==> src/rtl/fetch_seq_ctrl_pkg.sv <==
// Shared types and defaults for the fetch sequencer.
// State encodings, widths and fetch latency.
package fetch_seq_ctrl_pkg;

   localparam int PC_W   = 16;
   localparam int CNT_W  = 8;
   localparam int FE_LAT = 2;

   typedef enum logic [1:0] {
      S_HALT = 2'd0,
      S_RUN  = 2'd1,
      S_LOOP = 2'd2
   } state_e;

   function automatic logic [CNT_W-1:0] cnt_init(
      input logic [CNT_W-1:0] c
   );
      return (c == '0) ? CNT_W'(1) : c;
   endfunction

endpackage

==> src/rtl/fetch_seq_ctrl_if.sv <==
// Control/status bundle between the fetch sequencer
// and its environment (decode, fetch, loop setup).
interface fetch_seq_ctrl_if;
   import fetch_seq_ctrl_pkg::*;

   logic             start;
   logic [PC_W-1:0]  start_pc;
   logic             halt;
   logic             br_valid;
   logic [PC_W-1:0]  br_target;
   logic             loop_cfg;
   logic [PC_W-1:0]  loop_start;
   logic [PC_W-1:0]  loop_end;
   logic [CNT_W-1:0] loop_count;
   logic             Loop;
   logic [PC_W-1:0]  PC_in;
   logic             id_valid;
   logic             running;
   logic             loop_active;
   logic [CNT_W-1:0] loop_remain;

   modport master (
      input  start, start_pc, halt,
      input  br_valid, br_target,
      input  loop_cfg, loop_start,
      input  loop_end, loop_count,
      output Loop, PC_in, id_valid,
      output running, loop_active,
      output loop_remain
   );

   modport slave (
      output start, start_pc, halt,
      output br_valid, br_target,
      output loop_cfg, loop_start,
      output loop_end, loop_count,
      input  Loop, PC_in, id_valid,
      input  running, loop_active,
      input  loop_remain
   );

endinterface

==> src/rtl/fe_valid_pipe.sv <==
// Valid tags following fetches through the fetch pipe;
// clr squashes every slot in flight.
module fe_valid_pipe #(
   parameter int DEPTH = 2
) (
   input  logic clk,
   input  logic rst,
   input  logic clr,
   input  logic issue_i,
   output logic valid_o
);

   logic [DEPTH-1:0] v_q;
   logic [DEPTH-1:0] v_d;

   always_comb begin
      v_d    = '0;
      v_d[0] = clr ? 1'b0 : issue_i;
      for (int i = 1; i < DEPTH; i++) begin
         v_d[i] = clr ? 1'b0 : v_q[i-1];
      end
   end

   always_ff @(posedge clk or posedge rst) begin
      if (rst) v_q <= '0;
      else     v_q <= v_d;
   end

   assign valid_o = v_q[DEPTH-1];

endmodule

==> src/rtl/fetch_seq_ctrl.sv <==
// Fetch sequencer: PC generation, redirects, halts
// and a single zero-overhead hardware loop.
module fetch_seq_ctrl
   import fetch_seq_ctrl_pkg::*;
(
   input logic         CLOCK_50,
   input logic         reset,
   fetch_seq_ctrl_if.master bus
);

   state_e           state_q, state_d;
   logic [PC_W-1:0]  pc_q, pc_d;
   logic             loop_q;
   logic             act_q, act_d;
   logic [CNT_W-1:0] rem_q, rem_d;
   logic [PC_W-1:0]  ls_q, ls_d;
   logic [PC_W-1:0]  le_q, le_d;
   logic             clr;
   logic             issue;
   logic             cfg_ok;

   assign issue  = (state_q != S_HALT);
   assign cfg_ok = bus.loop_cfg && !act_q;

   always_comb begin
      state_d = state_q;
      pc_d    = pc_q;
      act_d   = act_q;
      rem_d   = rem_q;
      ls_d    = ls_q;
      le_d    = le_q;
      clr     = 1'b0;
      unique case (state_q)
         S_HALT: begin
            if (cfg_ok) begin
               act_d = 1'b1;
               rem_d = cnt_init(bus.loop_count);
               ls_d  = bus.loop_start;
               le_d  = bus.loop_end;
            end
            if (bus.start) begin
               state_d = (act_q || cfg_ok) ? S_LOOP : S_RUN;
               pc_d    = bus.start_pc;
            end
         end
         default: begin
            if (bus.halt) begin
               state_d = S_HALT;
               clr     = 1'b1;
               act_d   = 1'b0;
               rem_d   = '0;
            end else if (bus.br_valid) begin
               state_d = S_RUN;
               pc_d    = bus.br_target;
               clr     = 1'b1;
               act_d   = 1'b0;
               rem_d   = '0;
            end else if (state_q == S_LOOP
                         && pc_q == le_q) begin
               // last body slot: rewind or fall through
               if (rem_q > CNT_W'(1)) begin
                  pc_d  = ls_q;
                  rem_d = rem_q - CNT_W'(1);
               end else begin
                  pc_d    = le_q + PC_W'(1);
                  rem_d   = '0;
                  act_d   = 1'b0;
                  state_d = S_RUN;
               end
            end else begin
               pc_d = pc_q + PC_W'(1);
               if (state_q == S_RUN && cfg_ok) begin
                  state_d = S_LOOP;
                  act_d   = 1'b1;
                  rem_d   = cnt_init(bus.loop_count);
                  ls_d    = bus.loop_start;
                  le_d    = bus.loop_end;
               end
            end
         end
      endcase
   end

   always_ff @(posedge CLOCK_50 or posedge reset) begin
      if (reset) begin
         state_q <= S_HALT;
         pc_q    <= '0;
         loop_q  <= 1'b0;
         act_q   <= 1'b0;
         rem_q   <= '0;
         ls_q    <= '0;
         le_q    <= '0;
      end else begin
         state_q <= state_d;
         pc_q    <= pc_d;
         loop_q  <= 1'b1;
         act_q   <= act_d;
         rem_q   <= rem_d;
         ls_q    <= ls_d;
         le_q    <= le_d;
      end
   end

   fe_valid_pipe #(
      .DEPTH (FE_LAT)
   ) u_vpipe (
      .clk     (CLOCK_50),
      .rst     (reset),
      .clr     (clr),
      .issue_i (issue),
      .valid_o (bus.id_valid)
   );

   assign bus.Loop        = loop_q;
   assign bus.PC_in       = pc_q;
   assign bus.running     = issue;
   assign bus.loop_active = act_q;
   assign bus.loop_remain = rem_q;

endmodule

==> src/flat_wrapper.sv <==
// flat-port wrapper written by rule: the top's interface ports become plain ports
module fetch_seq_ctrl_flat import fetch_seq_ctrl_pkg::*;
  (CLOCK_50, reset, bus_start, bus_start_pc, bus_halt, bus_br_valid, bus_br_target, bus_loop_cfg, bus_loop_start, bus_loop_end, bus_loop_count, bus_Loop, bus_PC_in, bus_id_valid, bus_running, bus_loop_active, bus_loop_remain);
  fetch_seq_ctrl_if bus_i ();
  input logic CLOCK_50;
  input logic reset;
  input wire logic [$bits(bus_i.start)-1:0] bus_start;
  input wire logic [$bits(bus_i.start_pc)-1:0] bus_start_pc;
  input wire logic [$bits(bus_i.halt)-1:0] bus_halt;
  input wire logic [$bits(bus_i.br_valid)-1:0] bus_br_valid;
  input wire logic [$bits(bus_i.br_target)-1:0] bus_br_target;
  input wire logic [$bits(bus_i.loop_cfg)-1:0] bus_loop_cfg;
  input wire logic [$bits(bus_i.loop_start)-1:0] bus_loop_start;
  input wire logic [$bits(bus_i.loop_end)-1:0] bus_loop_end;
  input wire logic [$bits(bus_i.loop_count)-1:0] bus_loop_count;
  output wire logic [$bits(bus_i.Loop)-1:0] bus_Loop;
  output wire logic [$bits(bus_i.PC_in)-1:0] bus_PC_in;
  output wire logic [$bits(bus_i.id_valid)-1:0] bus_id_valid;
  output wire logic [$bits(bus_i.running)-1:0] bus_running;
  output wire logic [$bits(bus_i.loop_active)-1:0] bus_loop_active;
  output wire logic [$bits(bus_i.loop_remain)-1:0] bus_loop_remain;
  assign bus_i.start = bus_start;
  assign bus_i.start_pc = bus_start_pc;
  assign bus_i.halt = bus_halt;
  assign bus_i.br_valid = bus_br_valid;
  assign bus_i.br_target = bus_br_target;
  assign bus_i.loop_cfg = bus_loop_cfg;
  assign bus_i.loop_start = bus_loop_start;
  assign bus_i.loop_end = bus_loop_end;
  assign bus_i.loop_count = bus_loop_count;
  assign bus_Loop = bus_i.Loop;
  assign bus_PC_in = bus_i.PC_in;
  assign bus_id_valid = bus_i.id_valid;
  assign bus_running = bus_i.running;
  assign bus_loop_active = bus_i.loop_active;
  assign bus_loop_remain = bus_i.loop_remain;
  fetch_seq_ctrl u_core (.CLOCK_50(CLOCK_50), .reset(reset), .bus(bus_i));
endmodule
==> config.mk <==
export PLATFORM = sky130hd
export DESIGN_NAME = fetch_seq_ctrl_flat
export DESIGN_NICKNAME = d
export VERILOG_FILES = /design/src/rtl/fetch_seq_ctrl_pkg.sv /design/src/rtl/fetch_seq_ctrl_if.sv /design/src/rtl/fe_valid_pipe.sv /design/src/rtl/fetch_seq_ctrl.sv /design/src/flat_wrapper.sv
export SDC_FILE = /design/constraint.sdc
export NUM_CORES = 1
export LEC_CHECK = 0
export CAP_MARGIN = 20
export CELL_PAD_IN_SITES_DETAIL_PLACEMENT = 0
export CELL_PAD_IN_SITES_GLOBAL_PLACEMENT = 2
export CORE_ASPECT_RATIO = 1.2
export CORE_MARGIN = 2
export CORE_UTILIZATION = 25
export DETAILED_ROUTE_END_ITERATION = 10
export MAX_ROUTING_LAYER = met4
export PLACE_DENSITY = 0.84
export SLEW_MARGIN = 20
export SYNTH_ARGS = -nofsm -noshare
export SYNTH_HDL_FRONTEND = slang
export SYNTH_HIERARCHICAL = 1
export SYNTH_SLANG_ARGS = --single-unit
export TNS_END_PERCENT = 100
==> constraint.sdc <==
create_clock -name CLOCK_50 -period 2.25 [get_ports CLOCK_50]
set_input_delay 0.225 -clock CLOCK_50 [delete_from_list [all_inputs] [get_ports CLOCK_50]]
set_output_delay 0.225 -clock CLOCK_50 [all_outputs]
set_load 0.02 [all_outputs]
==> results.toml <==
[status]
status = "finished with violations"
violations = "negative setup slack"

[cells_and_area]
area_growth_pct = 54.25
nFillCells = 1583
fin_cells = 890
num-nets-final = 759
diodes = 0
final_layout_size_suffix_gt1_share_pct = 17.01

[yosys]
yosys_most_used_dff = "dfrtp_1"
synthCells = 513
synth_nets = 595
yosysUniqueCellTypes = 54
avgSynthCellArea_um2 = 7.868
yosysTopAreaCell = "dfrtp_1"
yosysSeqAreaShare_pct = 38.44
synth_area_leaders = "dfrtp_1, nand2_1, xor2_1"
synth.top_cell.area_share_pct = 38.44
yosysMostFrequentCell = "nand2_1"
synthArstFlopShare_pct = 100.0
ys_ff_latch = 62
synth_common_cells = "nand2_1, dfrtp_1, nand3_1"
synth_edf_count = 0
ys.warnings.count = 6
synth_area_um2 = 4036

[detailed_routing]
drtIter0Drc = 259
viasPerCell = 4.857
dr_wl_met2_um = 7072
routed-wl-met3_um = 793
vias = 4323
wirelength_um = 15180
drt_first_pass_iters = 5
wl_met1_um = 7047
drcViolationCount = 0
top_layer = "met4"
final_antenna_net_count = 0
wl_per_cell_um = 17.06

[power]
clkPwrFrac_pct = 17.3
seqPwrFrac_pct = 24.1
power.leakage_nw = 2.634
combinationalPowerShare_pct = 58.6
p_switching_mw = 3.820
netSwitchingFraction_pct = 44.36
internal_power_mw = 4.791
ir_worst_vdd_v = 0.0005001
pwr_density_cell_nw_per_um2 = 1383

[critical_path]
path_delay_family = "simple AND/OR/NAND/NOR gates"
endpoint_kind = "flip-flop"
worstPathRequired_ns = 2.45
slowest_delay_ns = 0.55
start_kind = "flip-flop"
cp.arrival_ns = 2.53
cp_slowest_cell = "or4_4"
cp_num_buf_inv = 1
crit_path_cell_trace = "xor2_1, or4_4, nor4b_4, nand3_2, buf_4, a2111oi_2, o41ai_2"
criticalPathCategory = "flip-flop to flip-flop"
path_max_fanout = 5

[cts]
clockRootBuffer = "clkbuf_16"
htreeDepth = 3
cts.path.max_buffers = 2
clock_latency_ns = 0.33
cts_made_buffers = 9
cts_tree = "done"
clk_pin_slew_worst_paths_ns = 0.05
holdBufCountCts = 0
clock-sinks = 62

[grt]
grt_max_degree = 61
antenna_found_initial = 0
grt_first_pass_wirelength_um = 23190
grt-ovfl-total = 0
grt_usage_pct = 17.93
grt_pass1_vias = 4249

[timing]
hold_viol_final = 0
setup_viol = 9
relSlewSlack_pct = 62.83
max_freq_mhz = 428.1
rsz0062_at_grt = "yes"
slew_viol_final = 0
post-route-period-util_pct = 103.8
layout_min_cycle_time_ns = 2.336
worstMarginPinSlew_ns = 0.5534
setup_slack_ns = -0.08587
skew_ns = 0.004937
finalSetupTns_ns = -0.2985

[floorplanning]
initial_core_util_pct = 25.71
coreArea_um2 = 15700
die_w_um = 120.0
io_pins = 106
dieHeight_um = 143.2
num_rows = 50
dieArea_um2 = 17180

[hold_path]
hold_path_class = "input port to async pin"

[placed_design]
port-buffer-count = 105
dp_cells = 868
dp_hpwl_um = 11610
routabilityCongestion = 0.9327

[flow_run]
maxCapViolCount = 0
[placed cells by master (no fill, tap or decap), drive strengths merged, types with 7 or more instances in the layout]
cell type and instances:
a211oi 8, a21oi 29, and3 7, buf 73, clkbuf 10, clkdlybuf4s50 105
dfrtp 62, inv 9, nand2 137, nand3 33, nor2 30, nor3 22
o21ai 22, xnor2 17, xor2 27
[layout make-up]
| class | count | area [µm²] | share of cell area (%) |
|---|---|---|---|
| Sequential cell | 62 | 1553 | 24.94 |
| Tap cell | 208 | 260.3 | 4.180 |
| Clock inverter | 6 | 86.33 | 1.387 |
| Timing Repair Buffer | 178 | 1645 | 26.43 |
| Multi-Input combinational cell | 415 | 2411 | 38.73 |
| Clock buffer | 10 | 229.0 | 3.678 |
| Inverter | 11 | 41.29 | 0.6632 |
[path summary, 6_finish.rpt]
path	depth (start not counted)	slack, ns	end	from
worst max register to register	7	-0.09	u_core/bus.PC_in[2]$_DFFE_PP0P_	u_core/le_q[1]$_DFFE_PP0P_
worst min register to register	1	0.48	u_core/u_vpipe/v_q[1]$_DFF_PP0_	u_core/u_vpipe/v_q[0]$_DFF_PP0_
min in group CLOCK_50	3	0.42	u_core/ls_q[9]$_DFFE_PP0P_	bus_loop_start[9]
worst max-delay path	7	-0.09	u_core/bus.PC_in[2]$_DFFE_PP0P_	u_core/le_q[1]$_DFFE_PP0P_
worst min-delay path	2	0.11	u_core/u_vpipe/v_q[1]$_DFF_PP0_	reset
max in group asynchronous	3	1.62	u_core/bus.PC_in[1]$_DFFE_PP0P_	reset
[kinds of logic after synthesis]
kind of cell | Yosys count | synth area share, %
flops | 62 | 38.44
mux | 7 | 1.798
simple gates | 264 | 29.91
buf+inv | 36 | 3.658
compound gates | 95 | 15.31
fa+ha+maj | 4 | 1.240
other cells | 1 | 0.09291
xor+xnor | 44 | 9.547
[routing by layer]
layer  vias to the layer above  track usage [%]
met5                         -                -
met4                         0            5.387
met1                      2049            23.82
met2                       134            28.02
met3                        20            2.995
li1                       2120                -
[flip-flops by register name, summed over array words and instances (netlist names)]
register / count
u_core/bus.PC_in: 16
u_core/le_q: 16
u_core/ls_q: 16
u_core/bus.loop_remain: 8
u_core/state_q: 2
u_core/u_vpipe/v_q: 2
u_core/bus.Loop: 1
u_core/bus.loop_active: 1
[timing repair]
item	in CTS	in global routing
buffers inserted	0	5
pin swaps	3	3
gates resized for setup	6	12
cloned	0	1
endpoints found under the setup margin	6	18
[power by group through the flow]
stage          Sequential, mW  Combinational [mW]  Clock [mW]
6_report                 2.08                5.05        1.49
5_1_grt                  2.13                5.53        1.58
4_1_cts                  2.07                4.95        1.52
3_5_place_dp             2.08                4.89           0
3_3_place_gp             2.07                4.87           0
2_1_floorplan            2.37                2.34           0
[through the flow]
| step | hold slack [ns] | setup slack [ns] | instance area [µm²] | util [%] | total power [mW] |
|---|---|---|---|---|---|
| final | 0.1120 | -0.08587 | 6226 | 39.65 | 8.611 |
| after global routing | 0.1305 | -0.1526 | 6226 | 39.65 | 9.242 |
| after CTS | 0.1071 | -0.06658 | 6125 | 39.00 | 8.532 |
| after detailed placement | 0.4514 | -0.05925 | 5783 | 36.83 | 6.973 |
| after global placement | 0.4456 | 0.01781 | 5783 | 36.83 | 6.939 |
| after floorplan | -0.03382 | 0.01118 | 4038 | - | 4.712 |
No activity file was read; power rests on OpenSTA's default activity.
